--- src/rtl/pipelined_addsub.sv ---
// Pipelined two's-complement adder/subtractor. The carry chain is split into
// STAGES segments, one per register stage, and results carry a full flag set.
module pipelined_addsub #(
    parameter int WIDTH  = 32,
    parameter int STAGES = 4,
    parameter int TAG_W  = 5
) (
    input  logic               clk,
    input  logic               rst_n,
    input  logic               in_valid,
    output logic               in_ready,
    input  logic [WIDTH-1:0]   a,
    input  logic [WIDTH-1:0]   b,
    input  logic               op,
    input  logic [TAG_W-1:0]   in_tag,
    output logic               out_valid,
    input  logic               out_ready,
    output logic [WIDTH-1:0]   result,
    output logic               carry,
    output logic               overflow,
    output logic               zero,
    output logic               negative,
    output logic [TAG_W-1:0]   out_tag
);

    localparam int SEG  = WIDTH / STAGES;
    localparam int LAST = STAGES - 1;

    // Per-stage registers; sum_q[k] holds the low (k+1)*SEG result bits, upper bits zero.
    logic [WIDTH-1:0] a_q   [STAGES];
    logic [WIDTH-1:0] a_d   [STAGES];
    logic [WIDTH-1:0] bx_q  [STAGES];
    logic [WIDTH-1:0] bx_d  [STAGES];
    logic [WIDTH-1:0] sum_q [STAGES];
    logic [WIDTH-1:0] sum_d [STAGES];
    logic             cy_q  [STAGES];
    logic             cy_d  [STAGES];
    logic             v_q   [STAGES];
    logic             v_d   [STAGES];
    logic [TAG_W-1:0] tag_q [STAGES];
    logic [TAG_W-1:0] tag_d [STAGES];

    logic [WIDTH-1:0] si_a   [STAGES];
    logic [WIDTH-1:0] si_bx  [STAGES];
    logic [WIDTH-1:0] si_sum [STAGES];
    logic             si_c   [STAGES];
    logic             si_v   [STAGES];
    logic [TAG_W-1:0] si_tag [STAGES];
    logic [SEG:0]     seg_sum[STAGES];

    logic ovf_q, ovf_d;
    logic zero_q, zero_d;
    logic neg_q, neg_d;
    logic adv;

    assign adv      = ~v_q[LAST] | out_ready;
    assign in_ready = adv;

    genvar gi;
    generate
        for (gi = 0; gi < STAGES; gi++) begin : g_stage
            if (gi == 0) begin : g_first
                // B is inverted once up front; op doubles as the +1 carry-in for subtraction.
                assign si_a[gi]   = a;
                assign si_bx[gi]  = op ? ~b : b;
                assign si_sum[gi] = '0;
                assign si_c[gi]   = op;
                assign si_v[gi]   = in_valid;
                assign si_tag[gi] = in_tag;
            end else begin : g_next
                assign si_a[gi]   = a_q[gi-1];
                assign si_bx[gi]  = bx_q[gi-1];
                assign si_sum[gi] = sum_q[gi-1];
                assign si_c[gi]   = cy_q[gi-1];
                assign si_v[gi]   = v_q[gi-1];
                assign si_tag[gi] = tag_q[gi-1];
            end

            assign seg_sum[gi] = {1'b0, si_a[gi][gi*SEG +: SEG]}
                               + {1'b0, si_bx[gi][gi*SEG +: SEG]}
                               + {{SEG{1'b0}}, si_c[gi]};
            assign sum_d[gi] = si_sum[gi] | (WIDTH'(seg_sum[gi][SEG-1:0]) << (gi*SEG));
            assign cy_d[gi]  = seg_sum[gi][SEG];
            assign a_d[gi]   = si_a[gi];
            assign bx_d[gi]  = si_bx[gi];
            assign v_d[gi]   = si_v[gi];
            assign tag_d[gi] = si_tag[gi];
        end
    endgenerate

    // Carry into the MSB is recovered as a^b^sum at that bit.
    always_comb begin
        ovf_d  = si_a[LAST][WIDTH-1] ^ si_bx[LAST][WIDTH-1]
               ^ sum_d[LAST][WIDTH-1] ^ cy_d[LAST];
        zero_d = (sum_d[LAST] == '0);
        neg_d  = sum_d[LAST][WIDTH-1];
    end

    always_ff @(posedge clk) begin
        if (!rst_n) begin
            for (int k = 0; k < STAGES; k++) begin
                a_q[k]   <= '0;
                bx_q[k]  <= '0;
                sum_q[k] <= '0;
                cy_q[k]  <= 1'b0;
                v_q[k]   <= 1'b0;
                tag_q[k] <= '0;
            end
            ovf_q  <= 1'b0;
            zero_q <= 1'b0;
            neg_q  <= 1'b0;
        end else if (adv) begin
            for (int k = 0; k < STAGES; k++) begin
                a_q[k]   <= a_d[k];
                bx_q[k]  <= bx_d[k];
                sum_q[k] <= sum_d[k];
                cy_q[k]  <= cy_d[k];
                v_q[k]   <= v_d[k];
                tag_q[k] <= tag_d[k];
            end
            ovf_q  <= ovf_d;
            zero_q <= zero_d;
            neg_q  <= neg_d;
        end
    end

    assign out_valid = v_q[LAST];
    assign result    = sum_q[LAST];
    assign carry     = cy_q[LAST];
    assign overflow  = ovf_q;
    assign zero      = zero_q;
    assign negative  = neg_q;
    assign out_tag   = tag_q[LAST];

endmodule

--- config.mk ---
export PLATFORM = sky130hd
export DESIGN_NAME = pipelined_addsub
export DESIGN_NICKNAME = d
export VERILOG_FILES = /design/src/rtl/pipelined_addsub.sv
export SDC_FILE = /design/constraint.sdc
export NUM_CORES = 1
export LEC_CHECK = 0
export ABC_AREA = 1
export BUFFER_PORTS_ARGS = -buffer_cell sky130_fd_sc_hd__buf_2
export CAP_MARGIN = 20
export CORE_AREA = 8 8 154 156
export CTS_BUF_LIST = sky130_fd_sc_hd__clkbuf_16
export DETAILED_ROUTE_END_ITERATION = 8
export DIE_AREA = 0 0 162 164
export SETUP_SLACK_MARGIN = 0.1
export SYNTH_ARGS = -nofsm -noshare
export SYNTH_HDL_FRONTEND = slang
export SYNTH_SLANG_ARGS = --single-unit
--- constraint.sdc ---
create_clock -name clk -period 14.2 [get_ports clk]
set_clock_uncertainty 0.05 [all_clocks]
set_input_delay 0.71 -clock clk [delete_from_list [all_inputs] [get_ports clk]]
set_output_delay 0.71 -clock clk [all_outputs]
set_load 0.05 [all_outputs]
* After elaboration in Yosys (flattened, before gate mapping)
Memories as Yosys holds them, arrays and structs flattened.
Index checks and enable logic that the tools add are counted.
W data, S select, Z words.
** Word-level totals
- Memories kept :: 6
- Output and inout port bits :: 43
- Register bits :: 3
- RAM bits :: 412
** Operators by class
- Mux-type cells :: 29
- Reductions and logical operators :: 1
- Bitwise gates (word level) :: 33
- $add $sub $neg :: 8
** Memory list
- a_q :: depth 4, bits a word 32, read ports 3, clocked after Yosys merged registers in 0, wr ports 4, RTL line 30 : logic [WIDTH-1:0] a_q [STAGES];
- bx_q :: depth 4, bits a word 32, read ports 3, clocked after Yosys merged registers in 0, wr ports 4, RTL line 32 : logic [WIDTH-1:0] bx_q [STAGES];
- sum_q :: depth 4, bits a word 32, read ports 4, clocked after Yosys merged registers in 0, wr ports 4, RTL line 34 : logic [WIDTH-1:0] sum_q [STAGES];
- tag_q :: depth 4, bits a word 5, read ports 4, clocked after Yosys merged registers in 0, wr ports 4, RTL line 40 : logic [TAG_W-1:0] tag_q [STAGES];
- cy_q :: depth 4, bits a word 1, read ports 4, clocked after Yosys merged registers in 0, wr ports 4, RTL line 36 : logic cy_q [STAGES];
- v_q :: depth 4, bits a word 1, read ports 4, clocked after Yosys merged registers in 0, wr ports 4, RTL line 38 : logic v_q [STAGES];
** Operators with widths (number)
- $mux W32 :: 13
- $add A8 B8 Y9 :: 4
- $add A9 B1 Y9 :: 4
- $logic_not A32 Y1 :: 1
- $not A32 Y32 :: 1
- $or A32 B16 Y32 :: 1
- $or A32 B24 Y32 :: 1
- $or A32 B32 Y32 :: 1
- $or A1 B1 Y1 :: 25
- $mux W5 :: 4
- $mux W1 :: 12
- $xor A1 B1 Y1 :: 3
- $not A1 Y1 :: 1

* Logic depth before layout (Yosys ltp)
An unclocked memory read counts as a cell.
- Depth in word-level cells :: 7
- Gate-level depth with buffers :: 13
- Mapped depth without buffers :: 12

* Worst setup path before layout
Ideal clock, no wire load.
- Path kind :: input-to-reg
- Start point :: input out_ready
- End point :: memory a_q[0][10] (enable)
- Data required time :: 13.598 ns
- Arrival time :: 5.010 ns
- Cell stages on the path :: 4
- Library setup time :: 0.552 ns
- Setup slack :: 8.588 ns
- Path through :: inv_1 nand2_2 nor2_1 inv_1
** RTL lines
- start: declaration :: RTL line 17 : input logic out_ready,
- end: declaration :: RTL line 30

==> key figures <==
Status
  – Status: completed

Timing
  – Final slew viol count: 0
  – TNS Setup: 0 ns
  – Tmin final: 2.61 ns
  – Period utilization: 18.4%
  – Setup slack after layout: 11.59 ns
  – RSZ-0062 raised after global routing: no
  – Final setup fails: 0
  – Hold Vio Cnt, Final: 0
  – Slew HR: 33.5%
  – Least-Margin Pin Slew: 0.997 ns
  – Max Freq: 384 MHz

Synth
  – Register area share after synthesis: 64.1%
  – Post-synth top flop: edfxtp_1
  – Ys async rst share: 0%
  – Distinct cell type count after synthesis: 29
  – Post-synth net total: 1014
  – Syn_area_per_cell: 10.6 um^2
  – EDFF count, synth: 198
  – Synth warnings: 0
  – Mapped Cells: 905
  – Synth Cell Area: 9560 um^2
  – Flop and latch count out of synthesis: 207

Pwr
  – Total internal power: 1.05 mW
  – Switching Fraction: 23.5%
  – PD cells: 125 nW/um^2
  – Comb pwr share: 10.7%
  – Maximum vdd drop: 0.0614 mV
  – Seq pwr share: 52.8%
  – Clock network fraction of design power: 36.5%
  – Switching pwr: 0.322 mW
  – Leakage: 5.12 nW

CTS
  – Post-CTS Setup Bufs: 0
  – CTS Hold Bufs: 0
  – Total CTS buffers: 22
  – TritonCTS clock tree: built
  – Clock-pin slew on the worst setup and hold paths: 0.06 ns
  – Post-cts gate resize count: 0
  – Max Root-Sink Buffers: 3
  – Clock root buffer: clkbuf_16
  – H-tree levels: 1
  – Clk_lat worst skew: 0.49 ns
  – # clock sinks: 207

Global routing
  – Total gr overflow: 0
  – Vias in the first global route: 5608
  – Busiest grt layer: met2
  – Met1 Use GR: 14.6%
  – First-pass GRT wire length: 26100 um
  – Largest net degree at the start of global routing: 137
  – GR Layer Usage met3: 2.86%
  – GRT met2 Usage: 20.8%
  – Overall routing resource usage: 12.0%
  – Antenna violations before repair: 0

Die
  – Io pins: 117
  – DIE AREA: 26600 um^2
  – Site Rows: 54
  – Width of the die: 162 um
  – Starting Density: 44.8%
  – Die H: 164 um
  – Core area: 21400 um^2

Setup path
  – Crit-path max cell delay: 0.79 ns
  – Delay-heaviest family, CP: buffers and inverters
  – Reg2reg setup slack: 11.59 ns
  – Worst path cell trace: nand2_2, nor2_1, inv_8, buf_4
  – Worst setup SP type: flop
  – CP max-delay cell: buf_4
  – Worst Path Arrival: 2.67 ns
  – Worst path required time: 14.26 ns
  – Kind of critical path: flop to flop
  – CP Capture Type: flop
  – Worst Path Max Fanout: 136
  – Worst Path Buf+Inv: 2

Routing
  – Vias: 5894
  – Drc violations: 0
  – Final wirelength: 16300 um
  – Initial DRC Count: 364
  – Routed WL per cell: 12.4 um
  – Antenna Nets Post-Route: 0
  – Vias/cell: 4.48
  – Pre-antenna DRT Iters: 5

Placement
  – Cells after DPL: 1277
  – Port bufs: 116
  – Routability Congestion: 0.823
  – Hpwl dp: 10700 um
  – Dpl ws: 11.12 ns
  – DP Area: 10300 um^2

Finish
  – Area grow syn2layout: 14.7%
  – Share of cells above drive strength 1: 14.6%
  – Post-layout net count: 1130
  – Non-filler cells, final: 1316
  – Post-route design area: 11000 um^2

Flow run
  – Max-cap violations: 0

Worst hold path
  – Hold Path Class: primary input to flop
[registers in the layout, indices dropped and copies added, names as in the netlist]
name / flops
sum_q: 80
overflow: 1
v_q: 4
tag_q: 20
negative: 1
bx_q: 48
zero: 1
a_q: 48
cy_q: 4
[stage by stage]
step | power [mW] | hold WS [ns] | util [%]
final | 1.37 | 0.373 | 51.3
after global routing | 1.44 | 0.383 | 51.3
after CTS | 1.39 | 0.355 | 51.3
after detailed placement | 0.886 | 0.422 | 48.4
after global placement | 0.883 | 0.403 | 48.4
after floorplan | 0.849 | 0.393 | -
[final cells by class]
type,count,area (um^2)
inverters,206,781
clock inverters,15,57.6
fillers,1938,10400
flip-flops and latches,207,6130
multi-input cells,466,2470
repair buffers,118,596
well taps,280,350
clock buffers,23,576
diodes,1,2.50
[tightest hold or removal path: cells and delay by family]
kind,cells,cell delay (ns)
buffers and inverters,1,0.08
and+or+nand+nor,1,0.04
AOI/OAI and AO/OA,1,0.05
[power groups by stage]
stage | Clock (mW) | Combinational, mW | Sequential, mW
finish | 0.502 | 0.147 | 0.725
global route | 0.540 | 0.167 | 0.729
CTS | 0.516 | 0.149 | 0.726
detailed placement | 0 | 0.148 | 0.738
global placement | 0 | 0.146 | 0.737
floorplan | 0 | 0.0918 | 0.757
[layout by cell type, fill, tap and decap left out]
master and count:
nand3_1 22, o21ai_0 23, buf_2 116, a21oi_1 34
edfxtp_1 198, nor3_1 3, clkinv_2 1, diode_2 1
or2_1 2, clkinv_1 6, clkbuf_16 23, a31oi_1 2
nand2_1 84, nand3b_1 4, a21o_1 1, xnor2_1 24
buf_4 2, nor2_1 200, nand3_2 1, fa_1 7
o21ai_2 1, nand2_2 4, xor2_1 7, ha_1 28
dfxtp_1 9, o22ai_1 2, nand2_4 1, nand4_1 9
inv_1 213, a21boi_0 1, o21ai_1 3, o21bai_1 2
inv_8 1, a21oi_2 1
[cells in the mapped netlist (all sizes together), types with 2 or more instances]
master	count	area, um^2
xor2	7	61.3
nand3	23	120
o22ai	2	12.5
xnor2	24	210
fa	7	140
ha	28	350
edfxtp	198	5950
nor2	200	751
o21ai	27	139
inv	206	773
nand3b	4	30.0
nand2	89	344
o21bai	2	15.0
dfxtp	9	180
buf	26	195
nor3	3	15.0
a31oi	2	12.5
or2	2	12.5
a21oi	35	179
nand4	9	56.3
[routing by layer]
| metal | wire length, um | up-vias |
|---|---|---|
| met5 | 0 | - |
| met4 | 227 | 0 |
| met3 | 973 | 22 |
| met2 | 7910 | 125 |
| met1 | 7230 | 2654 |
| li1 | - | 3093 |
[cells by family (layout without fill, tap and decap cells)]
family / count (synthesis) / after routing / synth area share (%)
DFF: 207 / 207 / 64.1
xor gates and xnor gates: 31 / 31 / 2.84
AOI/OAI and AO/OA: 70 / 70 / 3.90
buffers and inverters: 232 / 362 / 10.1
other: 0 / 1 / 0
and+or+nand+nor: 330 / 330 / 13.9
adders and majority gates: 35 / 35 / 5.13
[path summary, 6_finish.rpt]
check	startpoint	endpoint	cells past startpoint
max	v_q[3]$_DFFE_PP_	tag_q[3][0]$_SDFFCE_PN0P_	4
min	in_valid	v_q[0]$_DFF_P_	3
max reg2reg	v_q[3]$_DFFE_PP_	tag_q[3][0]$_SDFFCE_PN0P_	4
min reg2reg	negative$_SDFFE_PN0N_	negative$_SDFFE_PN0N_	2
(Power assumes the default switching activity.)
